==> config.mk <==
export PLATFORM = sky130hd
export DESIGN_NAME = count_seg_display
export DESIGN_NICKNAME = d
export VERILOG_FILES = /design/src/rtl/display_pkg.sv /design/src/rtl/seg7_decoder.sv /design/src/rtl/count_seg_display.sv
export SDC_FILE = /design/constraint.sdc
export NUM_CORES = 1
export LEC_CHECK = 0
export BUFFER_PORTS_ARGS = -buffer_cell sky130_fd_sc_hd__buf_2
export CAP_MARGIN = 20
export CORE_ASPECT_RATIO = 0.8
export CORE_MARGIN = 3
export CORE_UTILIZATION = 52
export DETAILED_ROUTE_END_ITERATION = 8
export PLACE_DENSITY = 0.74
export SLEW_MARGIN = 20
export SYNTH_ARGS = -nofsm -noshare
export SYNTH_HDL_FRONTEND = slang
export SYNTH_SLANG_ARGS = --single-unit
==> constraint.sdc <==
create_clock -name clk -period 2.3 [get_ports clk]
set_input_delay 0.115 -clock clk [delete_from_list [all_inputs] [get_ports clk]]
set_output_delay 0.115 -clock clk [all_outputs]
set_load 0.01 [all_outputs]
==> src/rtl/display_pkg.sv <==
// rtl/display_pkg.sv - shared scan states, pin constants and digit segment patterns
package display_pkg;

    typedef enum logic {
        S_ONES = 1'b0,
        S_TENS = 1'b1
    } scan_state_t;

    localparam logic [6:0] SEG_BLANK = 7'h7F;
    localparam logic [1:0] AN_OFF    = 2'b11;
    localparam logic [1:0] AN_ONES   = 2'b10;
    localparam logic [1:0] AN_TENS   = 2'b01;

    // Active-low {g,f,e,d,c,b,a} patterns for digits 0..9
    localparam logic [0:9][6:0] SEG_DIGITS = '{
        7'b1000000, 7'b1111001, 7'b0100100, 7'b0110000, 7'b0011001,
        7'b0010010, 7'b0000010, 7'b1111000, 7'b0000000, 7'b0010000
    };

endpackage

==> src/rtl/seg7_decoder.sv <==
// rtl/seg7_decoder.sv - combinational BCD digit to active-low seven-segment pattern
module seg7_decoder
    import display_pkg::*;
(
    input  logic [3:0] digit,
    output logic [6:0] seg
);

    // Codes 10..15 are not digits and show nothing
    always_comb begin
        seg = SEG_BLANK;
        case (digit)
            4'd0:    seg = SEG_DIGITS[0];
            4'd1:    seg = SEG_DIGITS[1];
            4'd2:    seg = SEG_DIGITS[2];
            4'd3:    seg = SEG_DIGITS[3];
            4'd4:    seg = SEG_DIGITS[4];
            4'd5:    seg = SEG_DIGITS[5];
            4'd6:    seg = SEG_DIGITS[6];
            4'd7:    seg = SEG_DIGITS[7];
            4'd8:    seg = SEG_DIGITS[8];
            4'd9:    seg = SEG_DIGITS[9];
            default: seg = SEG_BLANK;
        endcase
    end

endmodule

==> src/rtl/count_seg_display.sv <==
// rtl/count_seg_display.sv - two-digit multiplexed display of a 4-bit count with wrap flash
module count_seg_display
    import display_pkg::*;
#(
    parameter int REFRESH_DIV = 50000,
    parameter int WRAP_FLASH  = 4
) (
    input  logic       clk,
    input  logic       reset,
    input  logic [3:0] count,
    output logic [6:0] seg,
    output logic [1:0] an,
    output logic       dp
);

    localparam int              DIV_W    = (REFRESH_DIV > 2) ? $clog2(REFRESH_DIV) : 1;
    localparam logic [DIV_W-1:0] DIV_LAST = DIV_W'(REFRESH_DIV - 1);
    localparam logic [3:0]      FLASH_LOAD = 4'(WRAP_FLASH);

    logic [3:0]       count_q;
    logic [DIV_W-1:0] div_cnt;
    scan_state_t      state;
    logic [3:0]       ones_l;
    logic             tens_l;
    logic [3:0]       flash_cnt;

    logic             tick;
    logic             boundary;
    logic             wrap;
    logic [3:0]       digit_sel;
    logic [6:0]       dec_seg;

    assign tick     = (div_cnt == DIV_LAST);
    assign boundary = tick && (state == S_TENS);
    assign wrap     = (count_q == 4'hF) && (count == 4'h0);

    // The tens slot can only ever show a 1, so the decoder is shared between slots
    assign digit_sel = (state == S_ONES) ? ones_l : 4'd1;

    seg7_decoder u_dec (
        .digit (digit_sel),
        .seg   (dec_seg)
    );

    // Input sample, prescaler, scan FSM, frame-aligned digit latch, flash timer and pin register
    always_ff @(posedge clk) begin
        if (reset) begin
            count_q   <= 4'd0;
            div_cnt   <= '0;
            state     <= S_ONES;
            ones_l    <= 4'd0;
            tens_l    <= 1'b0;
            flash_cnt <= 4'd0;
            seg       <= SEG_BLANK;
            an        <= AN_OFF;
            dp        <= 1'b1;
        end else begin
            count_q <= count;
            div_cnt <= tick ? '0 : div_cnt + 1'b1;

            if (tick) begin
                state <= (state == S_ONES) ? S_TENS : S_ONES;
            end

            // Digits only change between frames so a frame never mixes two values
            if (boundary) begin
                if (count_q >= 4'd10) begin
                    tens_l <= 1'b1;
                    ones_l <= count_q - 4'd10;
                end else begin
                    tens_l <= 1'b0;
                    ones_l <= count_q;
                end
            end

            // A wrap always (re)starts the flash, even on a frame boundary
            if (wrap) begin
                flash_cnt <= FLASH_LOAD;
            end else if (boundary && (flash_cnt != 4'd0)) begin
                flash_cnt <= flash_cnt - 4'd1;
            end

            case (state)
                S_ONES: begin
                    an  <= AN_ONES;
                    seg <= dec_seg;
                    dp  <= (flash_cnt == 4'd0);
                end
                S_TENS: begin
                    if (tens_l) begin
                        an  <= AN_TENS;
                        seg <= dec_seg;
                    end else begin
                        an  <= AN_OFF;
                        seg <= SEG_BLANK;
                    end
                    dp <= 1'b1;
                end
                default: begin
                    an  <= AN_OFF;
                    seg <= SEG_BLANK;
                    dp  <= 1'b1;
                end
            endcase
        end
    end

endmodule

==> results.md, run 1 <==
* Longest Clk Path Bufs at 2
* Overall routing resource usage at 18.6%
* TritonCTS Buffers at 5
* Switch Pwr at around 0.26 mW
* Post-synth EDFFs at 0
* # H-tree levels at 2
* Core ar. at 0.00318 mm²
* Startpoint class of the critical path: flip-flop
* I/O Buffers at 15
* Cell with the most instances after synthesis: dfxtp_1
* Largest net degree at the start of global routing at 18
* Max_cap viols at 0
* Post-CTS Setup Repair Bufs at 0
* Register area share after synthesis at 45.1%
* Leading cell types by total area after synthesis: dfxtp_1, nor2_1, xnor2_1
* Finished Layout Cells at 269
* P_leak at 0.729 nW
* Final Cycle Share at 96.6%
* Die Y at 58.3 µm
* Critical Path RT at 2.50 ns
* Hold WC Path Type: in2reg
* Final setup fails at 0
* CTS tree: yes
* Net Count, Synth at 216
* Layout area overhead at 14.7%
* Min cycle time layout at 2.22 ns
* Placer Congestion at 0.800
* Initial antenna violation count at 0
* DRT iter0 DRCs at 56
* Sw Share at approximately a fifth
* Worst-margin pin slew at 0.419 ns
* Final Hold Fails at 0
* Clock Tree Root: clkbuf_8
* Internal power at 0.940 mW
* Main flop type after synthesis: dfxtp_1
* Inst Count DP at 262
* Initial Util at 55.9%
* Clock Pin Slew Worst Setup and Hold Paths at ~0.070 ns
* Cells after Synth at between 200 and 250
* Die Width at roughly 70 µm
* Vias in the first global route at 1415
* Mapped Area at 0.00178 mm²
* # rows at 18
* Yosys cell types at 37
* Vias post-DR at 1509
* # diodes at 0
* Power density cells at 587 mW/mm²
* Max Clk Rate at 450 MHz
* Ys Warns at 0
* Worst r2r src: div_cnt[14]
* Top cells by count, synth: dfxtp_1, nor2_1, a21oi_1, inv_1
* Routed Antenna Nets at 0
* Tot Pwr at 1.20 mW
* DRT Pass-1 Iters at 4
* Max-Slew Margin vs Limit at 72.1%
* Final WL at 3610 µm
* Residual DRC at 0
* Clock insertion delay at the later pin of the skew report at 0.28 ns
* CP max FO at 4
* Status: complete, no violations
* First-pass GRT wire length at 6160 µm
* Vias per cell at 5.61
* Seq cells post-synth at 40
* Layout cells sized above 1 at 16.6%
* Post-DR wirelength/cell at 13.4 µm
* Congestion Overflow GR at 0
* Crit path from: div_cnt[14]
* Clk pwr share at between 30% and 40%
* Peak supply drop at 0.392 mV
* Crit Path Class: reg2reg
* Synth Area per Inst at about 8.6 µm²
* DP HPWL at 2680 µm
* Sequential share of power at 59.9%
* Max-slew violations at 0
* Hold path start: count[2]
* Top-area cell type share of the netlist area at 45.1%
* Clock Skew at 0.00360 ns
* Combinational power share at 5.0%
* Critical path arrival at roughly 2.4 ns
* Synth area leader: dfxtp_1
* CP Capture Type: flip-flop
* Async S/R FF share, synth at 0%
* Clock sink count at 40
* Nets at 239
* Die Area at 0.00416 mm²
* Num ports at 16
==> per-stage QoR <==
stage	worst slack, ns	area, µm²	util (%)	hold WS [ns]	setup TNS (ns)
4_1_cts	0.0576	2030	64.0	0.0633	0
6_report	0.0788	2040	64.1	0.0679	0
2_1_floorplan	0.0923	1780	-	0.187	0
3_3_place_gp	0.170	1960	61.6	0.339	0
5_1_grt	-0.0126	2040	64.1	0.0696	-0.0126
3_5_place_dp	0.0937	1960	61.6	0.355	0
==> per-layer routing <==
metal,up-vias,wire [µm],global-route usage (%)
met4,0,25,6.17
met1,730,1710,23.6
met5,-,0,0
met3,5,110,4.51
met2,18,1770,31.2
li1,756,-,-
==> critical path, cell delays in order, from the launching register on <==
cell and delay, ns:
dfxtp_1 0.37, or4bb_1 0.58, or4_4 0.54, or4_1 0.47, a31oi_1 0.19
==> power groups by stage <==
stage	Combinational [mW]	Sequential [mW]	Clock, mW
after floorplan	0.0307	0.734	0
after global placement	0.0568	0.731	0
after detailed placement	0.0602	0.733	0
after CTS	0.0603	0.717	0.432
after global routing	0.0671	0.718	0.458
final	0.0596	0.717	0.420
==> layout make-up <==
class / instances / area (µm²)
fill: 273 / 1140
multi-input combinational: 145 / 897
sequential: 40 / 801
timing repair buffer: 26 / 170
clock buffer: 6 / 72.6
tap: 40 / 50.0
inverter: 11 / 41.3
clock inverter: 1 / 5.00
==> sequential cells by signal, summed over array words and instances (netlist names), 2 cells and up <==
name	flops
seg	7
an	2
flash_cnt	4
div_cnt	16
ones_l	4
count_q	4
==> cells by family after synthesis <==
| family | share of synthesized area [%] |
|---|---|
| flops | 45.1 |
| simple gates | 28.7 |
| mux | 2.82 |
| fa+ha+maj | 2.82 |
| compound gates | 9.09 |
| xor+xnor | 6.91 |
| buf+inv | 4.58 |
==> placed cells by master (no fill, tap or decap), drive strengths merged, types with 7 or more instances in the layout <==
master	instances
a21oi	12
buf	26
dfxtp	40
inv	11
nand2	10
nand3	9
nand4	7
nor2	30
nor2b	9
o21ai	7
xnor2	10
==> final timing paths <==
kind,endpoint,slack (ns),depth (start not counted)
max,flash_cnt[2],0.08,4
min,count_q[2],0.07,2
max reg2reg,flash_cnt[2],0.08,4
min reg2reg,div_cnt[15],0.49,2
==> repair_timing <==
| action | in CTS | in global routing |
|---|---|---|
| hold endpoints to repair | 0 | 0 |
| setup endpoints to repair | 0 | 1 |
| hold buffers | 0 | 0 |
| gates resized for setup | 0 | 1 |
Power figures use the tool's default switching activity.
==> run 2, diff against run 1 <==
--- a/config.mk
+++ b/config.mk
@@ -9,9 +9,10 @@
 export CAP_MARGIN = 20
 export CORE_ASPECT_RATIO = 0.8
 export CORE_MARGIN = 3
-export CORE_UTILIZATION = 52
+export CORE_UTILIZATION = 61
+export CTS_BUF_LIST = sky130_fd_sc_hd__clkbuf_8
 export DETAILED_ROUTE_END_ITERATION = 8
-export PLACE_DENSITY = 0.74
+export PLACE_DENSITY = 0.81
 export SLEW_MARGIN = 20
 export SYNTH_ARGS = -nofsm -noshare
 export SYNTH_HDL_FRONTEND = slang
==> constraint.sdc (replaced) <==
create_clock -name clk -period 2.1 [get_ports clk]
set_input_delay 0.105 -clock clk [delete_from_list [all_inputs] [get_ports clk]]
set_output_delay 0.105 -clock clk [all_outputs]
set_load 0.01 [all_outputs]
==> results.md, run 2 (same netlist as run 1, synthesis figures left out) <==
* Status: complete, no violations
* Final Cycle Share at 98.8%
* Clock insertion delay at the later pin of the skew report at approximately 0.3 ns
* FF/Latch Area at 806 µm²
* Routed wl met2 at 1900 µm
* Congestion Overflow GR at 0
* Worst-margin pin slew at 0.404 ns
* Clock Tree Root: clkbuf_8
* P_leak at around 0.79 nW
* CP max stage delay at 0.56 ns
* Peak supply drop at 0.639 mV
* Crit Path Class: reg2reg
* Overall routing resource usage at 25.5%
* CP endpoint: flash_cnt[2]
* Largest Register: div_cnt
* DRT Pass-1 Iters at 4
* Final WL at 3980 µm
* DP HPWL at 2930 µm
* DRT iter0 DRCs at 94
* Startpoint class of the critical path: flip-flop
* Die Width at 66.3 µm
* Die Area at 0.00360 mm²
* Nets at 248
* Max_cap viols at 0
* Vias in the first global route at 1409
* Longest Clk Path Bufs at 2
* Commonest non-fill, non-tap cell in the layout: dfxtp_1
* Max reg flops at 16
* Inst Count DP at 266
* Die Y at 54.3 µm
* Crit path buf inv count at 0
* Critical Path Stages at 4
* Reg2reg path depth at 4
* Placer Congestion at 0.750
* I/O Buffers at 15
* Fillers at 176
* Finished Layout Cells at roughly 280
* CP max FO at 3
* # H-tree levels at 2
* Core ar. at 0.00260 mm²
* Final setup fails at 0
* # diodes at 0
* Largest net degree at the start of global routing at 18
* Top Registers: div_cnt (16), seg (7)
* Critical path arrival at 2.30 ns
* Cell chain of the critical path: or4bb_1, or4_4, or4_1, a31oi_1
* Clock Pin Slew Worst Setup and Hold Paths at 0.07 ns
* Max Clk Rate at 482 MHz
* Max-Slew Margin vs Limit at around three quarters
* Clock Skew at 0.00583 ns
* Highest-count cells in the layout ignoring fill and taps: dfxtp_1, nor2_1, buf_4
* Crit path max-delay family: simple AND/OR/NAND/NOR gates
* Vias per cell at about 5.7
* Worst reg2reg path endpoint: flash_cnt[2]
* Final Hold Fails at 0
* Hold Slack at 0.0466 ns
* Vias post-DR at 1566
* First-pass GRT wire length at 6630 µm
* Layout area overhead at 20.2%
* Min cycle time layout at 2.08 ns
* Area occupied by multi-input gates at 897 µm²
* Initial Util at 68.2%
* Num ports at 16
* M1 wire length at between 1500 and 2000 µm
* Max-slew violations at 0
* Final worst slack at about 0.024 ns
* Initial antenna violation count at 0
* Critical Path RT at 2.33 ns
* Top layer in use: met4
* Hold WC Path Type: in2reg
* Layout cells sized above 1 at a little over a fifth
* CTS tree: yes
* Power density cells at 686 mW/mm²
* Crit path from: div_cnt[11]
* Met3 WL at between 200 and 300 µm
* Worst r2r src: div_cnt[11]
* Post-place setup slack at -0.00723 ns
* Tot Pwr at ~1.5 mW
* Residual DRC at 0
* Routed Antenna Nets at 0
* Unrepaired setup endpoints after global routing: yes
* TritonCTS Buffers at 5
* # rows at 16
* Slowest CP cell: or4_4
* Clock sink count at 40
* Post-DR wirelength/cell at 14.5 µm
* R2r setup slk at 0.02 ns
* CP Capture Type: flip-flop
## run 2: how the worst min path moves through the flow
| stage | from | end | slack (ns) | cells after the start |
|---|---|---|---|---|
| global placement | count[3] | count_q[3] | 0.33 | 2 |
| finish | count[0] | count_q[0] | 0.05 | 2 |
| global route | count[0] | count_q[0] | 0.05 | 2 |
| floorplan | reset | count_q[0] | 0.18 | 1 |
| CTS | count[0] | count_q[0] | 0.03 | 2 |
| detailed placement | count[0] | count_q[0] | 0.34 | 2 |
## run 2: repair_timing
action | 4_1_cts | 5_1_grt
pin swaps | 0 | 7
buffers inserted | 0 | 1
endpoints found under the setup margin | 2 | 2
cloned | 0 | 0
hold buffers | 0 | 0
gates resized for setup | 1 | 2
## run 2: final cells by class
class,instances,share of cell area (%)
Multi-Input combinational cell,145,42.0
Sequential cell,40,37.7
Clock inverter,3,1.82
Timing Repair Buffer,35,11.1
Inverter,11,1.93
Clock buffer,5,3.22
Tap cell,36,2.11
## run 2: where the power goes
| group | switching [mW] | internal (mW) | leakage, nW | total, mW |
|---|---|---|---|---|
| logic | 0.0373 | 0.0295 | 0.405 | 0.0668 |
| clock network | 0.265 | 0.348 | 0.0593 | 0.612 |
| registers | 0.0101 | 0.774 | 0.329 | 0.784 |
| total | 0.312 | 1.15 | 0.793 | 1.46 |
## run 2: metrics by stage
step | TNS (ns) | util [%] | instance area [µm²]
2_1_floorplan | -0.106 | - | 1780
3_3_place_gp | 0 | 77.4 | 2010
3_5_place_dp | -0.00723 | 77.4 | 2010
4_1_cts | 0 | 81.6 | 2120
5_1_grt | -0.00248 | 82.0 | 2130
6_report | 0 | 82.0 | 2130
## run 2: worst reg2reg max path, stage by stage, from the launching register on
cell     delay, ns
dfxtp_2       0.34
or4bb_1       0.54
or4_4         0.56
or4_1         0.41
a31oi_1       0.16
## run 2: layer usage
layer / global-route usage (%) / vias to the layer above
li1: - / 778
met1: 30.9 / 718
met2: 42.5 / 64
met3: 6.78 / 6
met4: 12.5 / 0
met5: 0 / -
==> run 3, diff against run 2 <==
--- a/config.mk
+++ b/config.mk
@@ -9,11 +9,12 @@
 export CAP_MARGIN = 20
 export CORE_ASPECT_RATIO = 0.8
 export CORE_MARGIN = 3
-export CORE_UTILIZATION = 61
+export CORE_UTILIZATION = 55
 export CTS_BUF_LIST = sky130_fd_sc_hd__clkbuf_8
 export DETAILED_ROUTE_END_ITERATION = 8
-export PLACE_DENSITY = 0.81
+export PLACE_DENSITY = 0.77
 export SLEW_MARGIN = 20
 export SYNTH_ARGS = -nofsm -noshare
 export SYNTH_HDL_FRONTEND = slang
+export SYNTH_HIERARCHICAL = 1
 export SYNTH_SLANG_ARGS = --single-unit
==> constraint.sdc (replaced) <==
create_clock -name clk -period 1.89 [get_ports clk]
set_input_delay 0.0945 -clock clk [delete_from_list [all_inputs] [get_ports clk]]
set_output_delay 0.0945 -clock clk [all_outputs]
set_load 0.01 [all_outputs]
==> results.md, run 3 <==
* Crit Path Class: reg2reg
* Highest-count cells in the layout ignoring fill and taps: dfxtp_1, buf_4, nor2_1
* Xor and xnor area share after synthesis at 5.62%
* TritonCTS Buffers at 5
* Congestion Overflow GR at 0
* Register area share after synthesis at 42.8%
* Violated checks: negative setup slack
* Synth Area in Adders at under 10%
* Largest family of logic cells by synthesized area: simple AND/OR/NAND/NOR gates
* Sw Share at 21.2%
* First-pass GRT wire length at 6890 µm
* Async S/R FF share, synth at 0%
* Vias post-DR at 1578
* Layout area overhead at 23.3%
* Unrepaired setup endpoints after global routing: yes
* Die Y at 58.2 µm
* Final setup fails at 5
* Nets at 264
* Max_cap viols at 0
* Post-DR wirelength/cell at 13.9 µm
* Mapped Area at 0.00187 mm²
* CTS tree: yes
* CP max FO at 5
* Placer Congestion at between 0.7 and 0.8
* Net Count, Synth at 222
* Final Cycle Share at 113%
* Critical Path RT at 2.11 ns
* Max reg flops at 16
* Clock Pin Slew Worst Setup and Hold Paths at 0.08 ns
* Die Width at between 70 and 80 µm
* DP HPWL at 2940 µm
* FF/Latch Area at 807 µm²
* Overall routing resource usage at between 20% and 30%
* Area occupied by multi-input gates at 0.00102 mm²
* Critical path arrival at 2.37 ns
* Clock Skew at about 0.0062 ns
* Slowest CP cell: or4_4
* I/O Buffers at 15
* # H-tree levels at 2
* Multiplexer share of the synthesized area at under 10%
* DRT Pass-1 Iters at 4
* Worst-margin pin slew at 0.579 ns
* Layout cells sized above 1 at 30.0%
* Fillers at between 200 and 250
* Synth area leader: dfxtp_1
* Post-place setup slack at -0.249 ns
* Switch Pwr at around 0.35 mW
* Final worst slack at -0.254 ns
* DRT iter0 DRCs at 75
* Peak supply drop at between 0.8 and 0.9 mV
* Finished Cell Area at 0.00231 mm²
* Fin Setup TNS at -0.652 ns
* Power density cells at about 710 mW/mm²
* Sequential share of power at 53.3%
* Max Clk Rate at 466 MHz
* Cell area after placement at 0.00214 mm²
* Status: finished with violations
* Crit path buf inv count at 0
* Combinational power share at 4.4%
* Num ports at 16
* Top-area cell type share of the netlist area at 42.8%
* Die Area at 0.00414 mm²
* Post-synth EDFFs at 0
* Seq cells post-synth at 40
* Hold WC Path Type: in2reg
* Cells after Synth at approximately 210
* Clock sink count at 40
* Residual DRC at 0
* M1 wire length at 1780 µm
* Simple-gate share of the synthesized area at 30.0%
* Clock insertion delay at the later pin of the skew report at about 0.3 ns
* CP max stage delay at 0.56 ns
* # rows at 18
* Internal power at around 1.3 mW
* Cell with the most instances after synthesis: dfxtp_1
* Max-Slew Margin vs Limit at between 60% and 70%
* P_leak at 0.934 nW
* Ys Warns at 6
* Yosys cell types at 39
* Largest Register: div_cnt
* Clk pwr share at between 40% and 50%
* Synth Area in Compound Gates at 9.23%
* Leading cell types by total area after synthesis: dfxtp_1, ha_1, nor2_1
* Main flop type after synthesis: dfxtp_1
* Top layer in use: met4
* Clock Tree Root: clkbuf_8
* Final WL at roughly 4000 µm
* # diodes at 0
* Vias in the first global route at 1508
* Routed Antenna Nets at 0
* Core ar. at 0.00318 mm²
* Tot Pwr at 1.63 mW
* Routed wl met2 at 1880 µm
* Longest Clk Path Bufs at 2
* Top Registers: div_cnt (16), seg (7)
* Top cells by count, synth: dfxtp_1, nor2_1, o21ai_0, a21oi_1, nand2b_1
* Min cycle time layout at 2.14 ns
* Vias per cell at 5.44
* Hold-fix buffers, CTS at 0
* Initial Util at 58.9%
* Crit path max-delay family: simple AND/OR/NAND/NOR gates
* Max-slew violations at 0
* CP Capture Type: flip-flop
* Startpoint class of the critical path: flip-flop
* Met3 WL at approximately 290 µm
* Final Hold Fails at 0
* Cell chain of the critical path: or4b_4, or4_4, or4_1, a31oi_1
* Commonest non-fill, non-tap cell in the layout: dfxtp_1
* Synth Area per Inst at 9.04 µm²
* Largest net degree at the start of global routing at 18
* Initial antenna violation count at 0
[run 3: cell count changes in the layout (fill, tap and decap cells not counted), moves of 3 or more]
| cell | change |
|---|---|
| or4_1 | -3 |
| nor2_1 | -6 |
| ha_1 | +5 |
| o21ai_0 | +4 |
| nand3_1 | -3 |
| buf_4 | +9 |
| o31ai_1 | -3 |
| a21oi_2 | +3 |
| nand2b_1 | +9 |
| nor3_1 | -6 |
| xnor2_1 | -8 |
| xor2_1 | +6 |
| and4_1 | +3 |
[run 3: area by class of cell]
type	count	area share (%)
clock buffers	5	2.98
clock inverters	3	1.84
inverters	10	1.63
multi-input cells	149	44.0
flip-flops and latches	40	35.0
well taps	40	2.17
repair buffers	43	12.4
[run 3: power by group through the flow]
stage               sequential [mW]  clock (mW)  combinational [mW]
CTS                           0.870       0.700              0.0727
global route                  0.873       0.742              0.0818
global placement              0.888           0              0.0693
detailed placement            0.890           0              0.0718
floorplan                     0.894           0              0.0338
finish                        0.870       0.689              0.0726
[run 3: kinds of logic after synthesis]
group | after synthesis
buf+inv | 18
mux | 3
fa+ha+maj | 9
flops | 40
xor+xnor | 12
compound gates | 31
simple gates | 94
[run 3: worst paths after layout]
path                       end       start  slack [ns]  depth (start not counted)
setup reg to reg  flash_cnt[2]  div_cnt[4]       -0.25                          4
setup / recovery  flash_cnt[2]  div_cnt[4]       -0.25                          4
hold reg to reg          an[1]      tens_l        0.43                          1
hold / removal      count_q[0]    count[0]        0.02                          2
[run 3: layer usage]
metal	track usage, %	vias to the layer above
met1	26.4	718
met5	0	-
met4	9.12	0
met3	8.15	11
met2	34.6	60
li1	-	789
[run 3: worst register-to-register path: cells and delay by family (launching register included)]
family / cells / cell delay, ns
AND/OR/NAND/NOR: 3 / 1.59
flip-flops: 1 / 0.33
AO/OA/AOI/OAI: 1 / 0.16
[run 3: repair_timing]
item,4_1_cts,5_1_grt
gates resized for setup,4,5
buffers inserted,3,1
endpoints found under the setup margin,4,24
pin swaps,3,1
[run 3: metrics by stage]
step           cells  utilization (%)  hold WS [ns]
4_1_cts          289             71.8        0.0203
3_3_place_gp     278             67.3         0.321
6_report         290             72.7        0.0241
5_1_grt          290             72.7        0.0289
2_1_floorplan    207                -         0.166
3_5_place_dp     278             67.3         0.332
